--- config.mk ---
export PLATFORM = sky130hd
export DESIGN_NAME = simon_key_unroll_flat
export DESIGN_NICKNAME = d
export VERILOG_FILES = /design/src/rtl/simon_key_unroll_if.sv /design/src/rtl/simon_key_unroll.sv /design/src/flat_wrapper.sv
export SDC_FILE = /design/constraint.sdc
export NUM_CORES = 1
export LEC_CHECK = 0
export CAP_MARGIN = 25
export CORE_AREA = 2 2 116 118
export DETAILED_ROUTE_END_ITERATION = 16
export DIE_AREA = 0 0 118 120
export GPL_TIMING_DRIVEN = 1
export PLACE_DENSITY = 0.81
export SYNTH_ARGS = -nofsm -noshare
export SYNTH_HDL_FRONTEND = slang
export SYNTH_SLANG_ARGS = --single-unit
--- constraint.sdc ---
create_clock -name clk -period 5.8 [get_ports clk]
set_input_delay 0.58 -clock clk [delete_from_list [all_inputs] [get_ports clk]]
set_output_delay 0.58 -clock clk [all_outputs]
set_load 0.01 [all_outputs]
--- src/rtl/simon_key_unroll_if.sv ---
// Handshake bundle for the reverse SIMON round-key generator.
// The master side loads the key and consumes round keys; the slave side is the generator.
// SIMON_KU_PRELOAD_EN adds the preload/tail_key pair for starting straight from k[T-M..T-1].
interface simon_key_unroll_if #(
   parameter int N = 16,
   parameter int M = 4
);
   logic             start;
   logic [N*M-1:0]   key;
   logic             busy;
   logic             out_valid;
   logic             out_ready;
   logic [N-1:0]     key_o;
   logic [6:0]       rk_idx;
   logic             done;
`ifdef SIMON_KU_PRELOAD_EN
   logic             preload;
   logic [N*M-1:0]   tail_key;

   modport master (
      output start, key, out_ready, preload, tail_key,
      input  busy, out_valid, key_o, rk_idx, done
   );
   modport slave (
      input  start, key, out_ready, preload, tail_key,
      output busy, out_valid, key_o, rk_idx, done
   );
`else
   modport master (
      output start, key, out_ready,
      input  busy, out_valid, key_o, rk_idx, done
   );
   modport slave (
      input  start, key, out_ready,
      output busy, out_valid, key_o, rk_idx, done
   );
`endif
endinterface

--- src/rtl/simon_key_unroll.sv ---
// Reverse SIMON round-key generator for the decrypt datapath.
// Runs the forward key schedule from the master key until the window holds the
// last M round keys, then inverts the recurrence to stream k[T-1] down to k[0].
// Optional feature macro: SIMON_KU_PRELOAD_EN (load k[T-M..T-1] directly, skipping
// the forward phase).
module simon_key_unroll #(
   parameter int N = 16,
   parameter int M = 4,
   parameter int T = 32
) (
   input logic               clk,
   input logic               rst_n,
   simon_key_unroll_if.slave bus
);

   // z sequences, leftmost digit is z[0]
   localparam logic [61:0] Z0 = 62'b11111010001001010110000111001101111101000100101011000011100110;
   localparam logic [61:0] Z1 = 62'b10001110111110010011000010110101000111011111001001100001011010;
   localparam logic [61:0] Z2 = 62'b10101111011100000011010010011000101000010001111110010110110011;
   localparam logic [61:0] Z3 = 62'b11011011101011000110010111100000010010001010011100110100001111;
   localparam logic [61:0] Z4 = 62'b11010001111001101011011000100000010111000011001010010011101111;

   // z sequence selection by (N,M) pair
   localparam int ZJ = (N == 16) ? 0 :
                       (N == 24) ? ((M == 3) ? 0 : 1) :
                       (N == 32) ? ((M == 3) ? 2 : 3) :
                       (N == 48) ? ((M == 2) ? 2 : 3) :
                                   ((M == 2) ? 2 : (M == 3) ? 3 : 4);

   localparam logic [61:0] ZSEQ = (ZJ == 0) ? Z0 :
                                  (ZJ == 1) ? Z1 :
                                  (ZJ == 2) ? Z2 :
                                  (ZJ == 3) ? Z3 : Z4;

   localparam logic [N-1:0] C       = ~N'(3);
   localparam logic [6:0]   B_TAIL  = 7'(T - M);
   localparam logic [6:0]   IDX_TOP = 7'(T - 1);

   typedef enum logic [1:0] {
      IDLE,
      FWD,
      REV
   } state_t;

   state_t               state_q;
   logic [M-1:0][N-1:0]  w_q;
   logic [6:0]           b_q;
   logic [6:0]           rk_idx_q;
   logic                 busy_q;
   logic                 out_valid_q;
   logic                 done_q;
   logic [N-1:0]         key_o_q;

   logic [M-1:0][N-1:0]  key_words;
   logic [N-1:0]         fwd_new_d;
   logic [N-1:0]         rev_prev_d;

   // word i of the packed key lands at w[i]
   assign key_words = bus.key;

`ifdef SIMON_KU_PRELOAD_EN
   logic [M-1:0][N-1:0]  tail_words;
   assign tail_words = bus.tail_key;
`endif

   function automatic logic [N-1:0] rotr(input logic [N-1:0] x, input int r);
      return (x >> r) | (x << (N - r));
   endfunction

   function automatic logic [N-1:0] fmix(input logic [N-1:0] x);
      return x ^ rotr(x, 1);
   endfunction

   // z bit at a round index; index is below 124 so one wrap step is enough
   function automatic logic zbit(input logic [6:0] idx);
      logic [5:0] m6;
      m6 = (idx >= 7'd62) ? 6'(idx - 7'd62) : 6'(idx);
      return ZSEQ[6'd61 - m6];
   endfunction

   // next word for one forward step and the recovered word for one reverse step
   always_comb begin
      logic [N-1:0] tf;
      logic [N-1:0] tr;
      tf = rotr(w_q[M-1], 3);
      tr = rotr(w_q[M-2], 3);
      if (M == 4) begin
         tf = tf ^ w_q[1];
         tr = tr ^ w_q[0];
      end
      fwd_new_d  = C ^ {{(N-1){1'b0}}, zbit(b_q)} ^ w_q[0] ^ fmix(tf);
      rev_prev_d = C ^ {{(N-1){1'b0}}, zbit(b_q - 7'd1)} ^ w_q[M-1] ^ fmix(tr);
   end

   // control FSM, key window and registered handshake outputs
   always_ff @(posedge clk or negedge rst_n) begin
      if (!rst_n) begin
         state_q     <= IDLE;
         w_q         <= '0;
         b_q         <= '0;
         busy_q      <= 1'b0;
         out_valid_q <= 1'b0;
         done_q      <= 1'b0;
         key_o_q     <= '0;
         rk_idx_q    <= '0;
      end else begin
         done_q <= 1'b0;
         case (state_q)
            IDLE: begin
               if (bus.start) begin
                  w_q    <= key_words;
                  b_q    <= '0;
                  busy_q <= 1'b1;
                  if (T == M) begin
                     // master key already is the tail window
                     state_q     <= REV;
                     out_valid_q <= 1'b1;
                     key_o_q     <= key_words[M-1];
                     rk_idx_q    <= IDX_TOP;
                  end else begin
                     state_q <= FWD;
                  end
               end
`ifdef SIMON_KU_PRELOAD_EN
               else if (bus.preload) begin
                  w_q         <= tail_words;
                  b_q         <= B_TAIL;
                  busy_q      <= 1'b1;
                  state_q     <= REV;
                  out_valid_q <= 1'b1;
                  key_o_q     <= tail_words[M-1];
                  rk_idx_q    <= IDX_TOP;
               end
`endif
            end

            FWD: begin
               for (int i = 0; i < M - 1; i++) w_q[i] <= w_q[i+1];
               w_q[M-1] <= fwd_new_d;
               b_q      <= b_q + 7'd1;
               // the step that reaches b=T-M also presents k[T-1]
               if (b_q == B_TAIL - 7'd1) begin
                  state_q     <= REV;
                  out_valid_q <= 1'b1;
                  key_o_q     <= fwd_new_d;
                  rk_idx_q    <= IDX_TOP;
               end
            end

            REV: begin
               if (out_valid_q && bus.out_ready) begin
                  if (rk_idx_q == 7'd0) begin
                     state_q     <= IDLE;
                     out_valid_q <= 1'b0;
                     busy_q      <= 1'b0;
                     done_q      <= 1'b1;
                     key_o_q     <= '0;
                     rk_idx_q    <= '0;
                  end else begin
                     for (int i = M - 1; i > 0; i--) w_q[i] <= w_q[i-1];
                     // below b=0 there is nothing left to recover, the window just drains
                     if (b_q != 7'd0) begin
                        w_q[0] <= rev_prev_d;
                        b_q    <= b_q - 7'd1;
                     end
                     key_o_q  <= w_q[M-2];
                     rk_idx_q <= rk_idx_q - 7'd1;
                  end
               end
            end

            default: state_q <= IDLE;
         endcase
      end
   end

   assign bus.busy      = busy_q;
   assign bus.out_valid = out_valid_q;
   assign bus.done      = done_q;
   assign bus.key_o     = key_o_q;
   assign bus.rk_idx    = rk_idx_q;

endmodule

--- src/flat_wrapper.sv ---
// flat-port wrapper written by rule: the top's interface ports become plain ports
module simon_key_unroll_flat 
#(
   parameter int N = 16,
   parameter int M = 4,
   parameter int T = 32
)
  (clk, rst_n, bus_start, bus_key, bus_out_ready, bus_busy, bus_out_valid, bus_key_o, bus_rk_idx, bus_done);
  simon_key_unroll_if #(.N(N), .M(M)) bus_i ();
  input logic clk;
  input logic rst_n;
  input wire logic [$bits(bus_i.start)-1:0] bus_start;
  input wire logic [$bits(bus_i.key)-1:0] bus_key;
  input wire logic [$bits(bus_i.out_ready)-1:0] bus_out_ready;
  output wire logic [$bits(bus_i.busy)-1:0] bus_busy;
  output wire logic [$bits(bus_i.out_valid)-1:0] bus_out_valid;
  output wire logic [$bits(bus_i.key_o)-1:0] bus_key_o;
  output wire logic [$bits(bus_i.rk_idx)-1:0] bus_rk_idx;
  output wire logic [$bits(bus_i.done)-1:0] bus_done;
  assign bus_i.start = bus_start;
  assign bus_i.key = bus_key;
  assign bus_i.out_ready = bus_out_ready;
  assign bus_busy = bus_i.busy;
  assign bus_out_valid = bus_i.out_valid;
  assign bus_key_o = bus_i.key_o;
  assign bus_rk_idx = bus_i.rk_idx;
  assign bus_done = bus_i.done;
  simon_key_unroll #(.N(N), .M(M), .T(T)) u_core (.clk(clk), .rst_n(rst_n), .bus(bus_i));
endmodule
==> impl_metrics.tcl, run 1 <==
set metrics [dict create \
    status "completed" \
    io_pins 94 \
    fmax_mhz 196 \
    synth_ff_type "dfrtp_1" \
    cts_sinks 99 \
    hold_viol 0 \
    grt_overflow_total 0 \
    grt_max_degree 110 \
    critical_path_class "reg -> reg" \
    wl_mm 19.6 \
    timing.hold.ws_ps 65.5 \
    syn_area_sq_um 7230 \
    fin_tns_setup_ps 0 \
    grt_pass1_vias 6103 \
    worst_slew_pin_slew_ps 959 \
    cp-start-kind "flop" \
    drt-pass1-iter-count 5 \
    syn-mean-instance-area_sq_um 8.21 \
    initial_core_util 0.557 \
    num_vias 6711 \
    r2r_setup_slack_ps 690 \
    grt_usage 0.282 \
    maxCapViolCount 0 \
    leakage_nw 3.41 \
    clockRootBuffer "clkbuf_16" \
    ant_nets 0 \
    period_share 0.882 \
    slew_violations 0 \
    yosys.area.top_type_share 0.342 \
    hold_buffers 0 \
    die_area_sq_um 14200 \
    maxSlewHeadroom 0.359 \
    powerDensity_nw_per_um2 708 \
    synth_nets 972 \
    place_area_sq_um 8260 \
    diodes 0 \
    cp.required_ps 6060 \
    drive_above_1_share 0.0564 \
    hp-class "in -> async" \
    grt_first_pass_wirelength_mm 32.0 \
    cts_max_level 3 \
    num_rows 42 \
    syn_inst 881 \
    synth.top_cells.by_count "182 x nand2_1, 145 x o21ai_0, 99 x dfrtp_1" \
    final_nets 1025 \
    wl_per_cell_um 17.6 \
    synth_edf_count 0 \
    clock_path_buffers 2 \
    cts_resized 0 \
    arrival_ps 5380 \
    reg2reg_from "u_core.b_q[0]" \
    synthToLayoutAreaGrowth_pct 18.7 \
    setup_viol 0 \
    worstSkewPairLatency_ps 360 \
    dieWidth_um 118 \
    fp.coreArea_sq_um 13000 \
    yosysMostFrequentCell "nand2_1" \
    synth-async-reset-ratio 1.00 \
    endpoint_kind "flop" \
    crit_path_max_fanout 9 \
    reg2reg_to "u_core.w_q[0]" \
    final.setup_skew_ps 8.26 \
    ys_ff_latch 99 \
    post-cts-setup-buffers 0 \
    viasPerCell 6.02 \
    antenna_found_initial 0 \
    reg2reg_depth 19 \
    clkTransAtPathRegs_ps 70 \
    yosys_warnings 0 \
    ys_seq_area_frac 0.342 \
    dpl.hpwl_mm 13.4 \
    vdd_drop_max_uv 376 \
    die_height_um 120 \
    cts_made_buffers 9 \
    yosysTopAreaCell "dfrtp_1" \
    rsz0062_at_grt "false" \
    gp_congestion 0.887 \
    final_cell_area_sq_um 8590 \
    synth_area_leaders "dfrtp_1 34%, o21ai_0 10%, xnor2_1 9.9%" \
    period_minus_slack_ps 5110 \
    drc 0 \
    tritoncts "built" \
    yosysUniqueCellTypes 62 \
    port_buffers 93 \
    drt_iter0_drc 700 \
]
-- per-layer routing --
| layer | vias up | routed length (um) | track usage |
|---|---|---|---|
| met1 | 3180 | 8950 | 0.409 |
| li1 | 3220 | - | - |
| met2 | 276 | 8990 | 0.429 |
| met5 | - | 0 | 0 |
| met3 | 35 | 1250 | 0.0475 |
| met4 | 0 | 455 | 0.0979 |
-- state kept, by name, summed over array words and instances, names as in the netlist --
name	count
u_core.bus.key_o	16
u_core.bus.out_valid	1
u_core.bus.rk_idx	7
u_core.bus.busy	1
u_core.bus.done	1
u_core.b_q	7
u_core.w_q	64
u_core.state_q	2
-- final cells by class --
cell class                      count  area (sq um)
Clock inverter                      5          67.6
Tap cell                          176           220
Sequential cell                    99          2480
Inverter                           17          63.8
Fill cell                        1116          4390
Clock buffer                       11           253
Timing Repair Buffer              105          1040
Multi-Input combinational cell    702          4470
-- power by group --
group / total, mW / internal [mW] / switching [mW]
logic: 3.99 / 1.76 / 2.23
registers: 1.44 / 0.992 / 0.444
clock network: 0.655 / 0.366 / 0.289
-- kinds of logic (layout without fill, tap and decap cells) --
| group | count (synthesis) | in the layout | share of synthesized area |
|---|---|---|---|
| AND/OR/NAND/NOR | 265 | 265 | 0.160 |
| XOR/XNOR | 115 | 115 | 0.139 |
| adder cells (fa/ha/maj) | 23 | 23 | 0.0398 |
| AO/OA/AOI/OAI | 284 | 284 | 0.250 |
| multiplexers | 15 | 15 | 0.0253 |
| flip-flops | 99 | 99 | 0.342 |
| buffers and inverters | 80 | 138 | 0.0427 |
-- critical path, cell delays in order (launching register included) --
cell and delay [ps]:
dfrtp_1 350, clkinv_1 230, ha_1 360, xnor2_1 360
inv_1 170, ha_1 320, nand2b_1 110, a2111oi_1 70
nor4_4 440, xnor2_1 150, ha_1 280, inv_1 140
nor2_1 60, mux2_2 320, nor3_4 340, nor3b_1 100
or4_1 520, a211o_1 320, and3_1 190, o31ai_2 170
-- worst max-delay path by stage --
stage                   from       endpoint  slack (ps)  depth (start not counted)
2_1_floorplan  u_core.b_q[0]  u_core.w_q[0]         450                         19
3_3_place_gp   u_core.b_q[0]  u_core.w_q[0]         920                         19
3_5_place_dp   u_core.b_q[0]  u_core.w_q[0]         710                         19
4_1_cts        u_core.b_q[0]  u_core.w_q[0]         710                         19
5_1_grt        u_core.b_q[0]  u_core.w_q[0]         260                         19
6_report       u_core.b_q[0]  u_core.w_q[0]         690                         19
-- cell usage in the layout (no fill, tap or decap), drive strengths merged, types with 3 or more instances in the layout --
cell	n
inv	19
clkdlybuf4s50	92
o31ai	4
nor3b	4
nor2	26
buf	13
nor3	13
a32oi	15
mux2	6
nand4	5
ha	23
a22oi	66
o21ai	146
o211ai	4
nand3	13
nand2	182
nand2b	4
o21a	3
or3	5
clkbuf	11
dfrtp	99
xnor2	82
and3	4
xor2	33
a22o	5
mux2i	7
a21oi	17
a41oi	3
-- metrics by stage --
| stage | cells | power, mW | setup WS [ps] | utilization |
|---|---|---|---|---|
| 6_report | 1115 | 6.08 | 686 | 0.662 |
| 5_1_grt | 1115 | 6.59 | 264 | 0.662 |
| 4_1_cts | 1114 | 6.03 | 710 | 0.661 |
| 3_5_place_dp | 1098 | 5.34 | 705 | 0.636 |
| 3_3_place_gp | 1097 | 5.26 | 918 | 0.634 |
| 2_1_floorplan | 881 | 4.39 | 449 | - |
Note: power is estimated with default switching activity, not from simulation.
==> run 2: changes to the inputs <==
GPL_TIMING_DRIVEN = 0   (was 1)
TNS_END_PERCENT = 30   (was unset)
==> run 2 against run 1 <==
Compared with the run above:
- sequential share of layout area shrank 0.48 points
- global-route usage grew 4.4 points
- sequential cell count is the same
- hold slack gained 140 ps
==> impl_metrics.tcl, run 2 (synthesis gave the netlist of run 1 again) <==
set metrics [dict create \
    period_minus_slack_ps 5480 \
    clock_path_buffers 2 \
    leakage_nw 3.45 \
    setup_viol 0 \
    layout_commonest_cell "nand2_1" \
    hp-class "in -> async" \
    place_area_sq_um 8410 \
    place_ws_ps -675 \
    tritoncts "built" \
    viasPerCell 6.24 \
    r2r_setup_slack_ps 320 \
    rsz0062_at_grt "false" \
    initial_core_util 0.557 \
    grt_overflow_total 0 \
    grt_usage 0.327 \
    grt_first_pass_wirelength_mm 36.3 \
    layout_common_cells "182 x nand2_1, 145 x o21ai_0, 99 x dfrtp_1" \
    worstSkewPairLatency_ps 360 \
    wl_per_cell_um 19.2 \
    reg2reg_from "u_core.b_q[0]" \
    die_area_sq_um 14200 \
    wl_met2_mm 10.3 \
    cp-start-kind "flop" \
    crit_top_cell "ha_1" \
    antenna_found_initial 0 \
    hold_buffers 0 \
    largest_reg_flops 64 \
    cpLargestDelayFamily "simple AND/OR/NAND/NOR gates" \
    num_rows 42 \
    hold_viol 0 \
    maxSlewHeadroom 0.537 \
    wl_mm 22.4 \
    dieWidth_um 118 \
    io_pins 94 \
    cp_slowest_cell "or4_1" \
    port_buffers 93 \
    cts_max_level 3 \
    final.setup_skew_ps 7.12 \
    num_vias 7278 \
    arrival_ps 5750 \
    drive_above_1_share 0.0454 \
    clkTransAtPathRegs_ps 70 \
    wl_met1_mm 9.01 \
    gp_congestion 0.982 \
    clockRootBuffer "clkbuf_16" \
    crit_path_cell_trace "clkbuf_2, inv_4, ha_1, xnor2_2, inv_1, ha_1, nand4_1, mux2i_1, nor4_4, buf_4, a21oi_1, ha_1, inv_1, nor2_1, mux2_2, nor3_4, nor3b_1, or4_1, a211o_1, and3_1, o31ai_2" \
    worst_slew_pin_slew_ps 692 \
    final_cell_area_sq_um 8730 \
    drt-pass1-iter-count 6 \
    cp.required_ps 6070 \
    slew_violations 0 \
    grt_max_degree 59 \
    top_register "u_core.w_q" \
    status "completed" \
    endpoint_kind "flop" \
    cpPeakStageDelay_ps 530 \
    crit_path_max_fanout 13 \
    critPathBufInv 5 \
    grt_pass1_vias 6889 \
    fmax_mhz 183 \
    layout_setup_ws_ps 322 \
    powerDensity_nw_per_um2 721 \
    drc 0 \
    dr_wl_met3_mm 2.19 \
    vdd_drop_max_uv 336 \
    dpl.hpwl_mm 17.1 \
    maxCapViolCount 0 \
    ant_nets 0 \
    cts_made_buffers 9 \
    critical_path_class "reg -> reg" \
    crit_start "u_core.b_q[0]" \
    cts_sinks 99 \
    highest_layer "met4" \
    fp.coreArea_sq_um 13000 \
    final_nets 1077 \
    synthToLayoutAreaGrowth_pct 20.7 \
    period_share 0.944 \
    drt_iter0_drc 850 \
    die_height_um 120 \
    diodes 0 \
]
-- run 2: changes by cell type in the layout (fill, tap and decap cells not counted), moves of 2 or more --
cell and delta:
inv_6 -2, buf_1 +6, ha_1 +3, ha_2 -2
clkinvlp_4 +3, xnor2_2 +2, clkbuf_8 -2, clkbuf_1 +54
xnor2_1 -2, buf_4 -10
-- run 2: routing by layer --
metal	track usage	vias to the layer above
li1	-	3327
met1	0.431	3406
met2	0.528	461
met3	0.0504	84
met4	0.156	0
met5	0	-
-- run 2: layout make-up --
type,instances,area [sq um]
Clock inverter,6,66.3
Buffer,62,243
Fill cell,1110,4250
Timing Repair Buffer,95,963
Clock buffer,10,229
Multi-Input combinational cell,702,4470
Sequential cell,99,2480
Tap cell,176,220
Inverter,17,66.3
-- run 2: worst reg2reg max path, delay by kind of cell, from the launching register on --
family / cells / cell delay, ps
and+or+nand+nor: 7 / 1760
AOI/OAI and AO/OA: 3 / 590
adders and majority gates: 3 / 910
buffers and inverters: 5 / 960
muxes: 2 / 410
DFF: 1 / 500
xor gates and xnor gates: 1 / 260
-- run 2: report_power, final --
| group | switching [mW] | total, mW | internal (mW) |
|---|---|---|---|
| registers | 0.500 | 1.49 | 0.991 |
| logic | 2.43 | 4.19 | 1.76 |
| clock network | 0.278 | 0.613 | 0.335 |
| total | 3.21 | 6.30 | 3.09 |
-- run 2: stage by stage --
| step | total power, mW | hold WS, ps | TNS [ps] | utilization | cells |
|---|---|---|---|---|---|
| after global routing | 6.74 | 251 | 0 | 0.673 | 1167 |
| after floorplan | 4.39 | 284 | 0 | - | 881 |
| after detailed placement | 5.52 | 456 | -675 | 0.648 | 1151 |
| after CTS | 6.16 | 223 | 0 | 0.672 | 1166 |
| after global placement | 5.42 | 451 | -572 | 0.646 | 1150 |
| final | 6.30 | 207 | 0 | 0.673 | 1167 |
-- run 2: timing repair --
action | CTS | global route
buffers inserted | 0 | 1
endpoints found under the hold margin | 0 | 0
cloned | 0 | 0
setup endpoints to repair | 1 | 1
pin swaps | 0 | 1
resized for setup | 4 | 2
-- run 2: worst paths after layout --
path                            depth (start not counted)                   end
worst max-delay path                                   21         u_core.w_q[0]
worst min-delay path                                    1  u_core.bus.rk_idx[1]
worst max register to register                         21         u_core.w_q[0]
worst min register to register                          2   u_core.bus.key_o[7]
max in group asynchronous                               2        u_core.w_q[15]
min in group clk                                        2   u_core.bus.key_o[7]
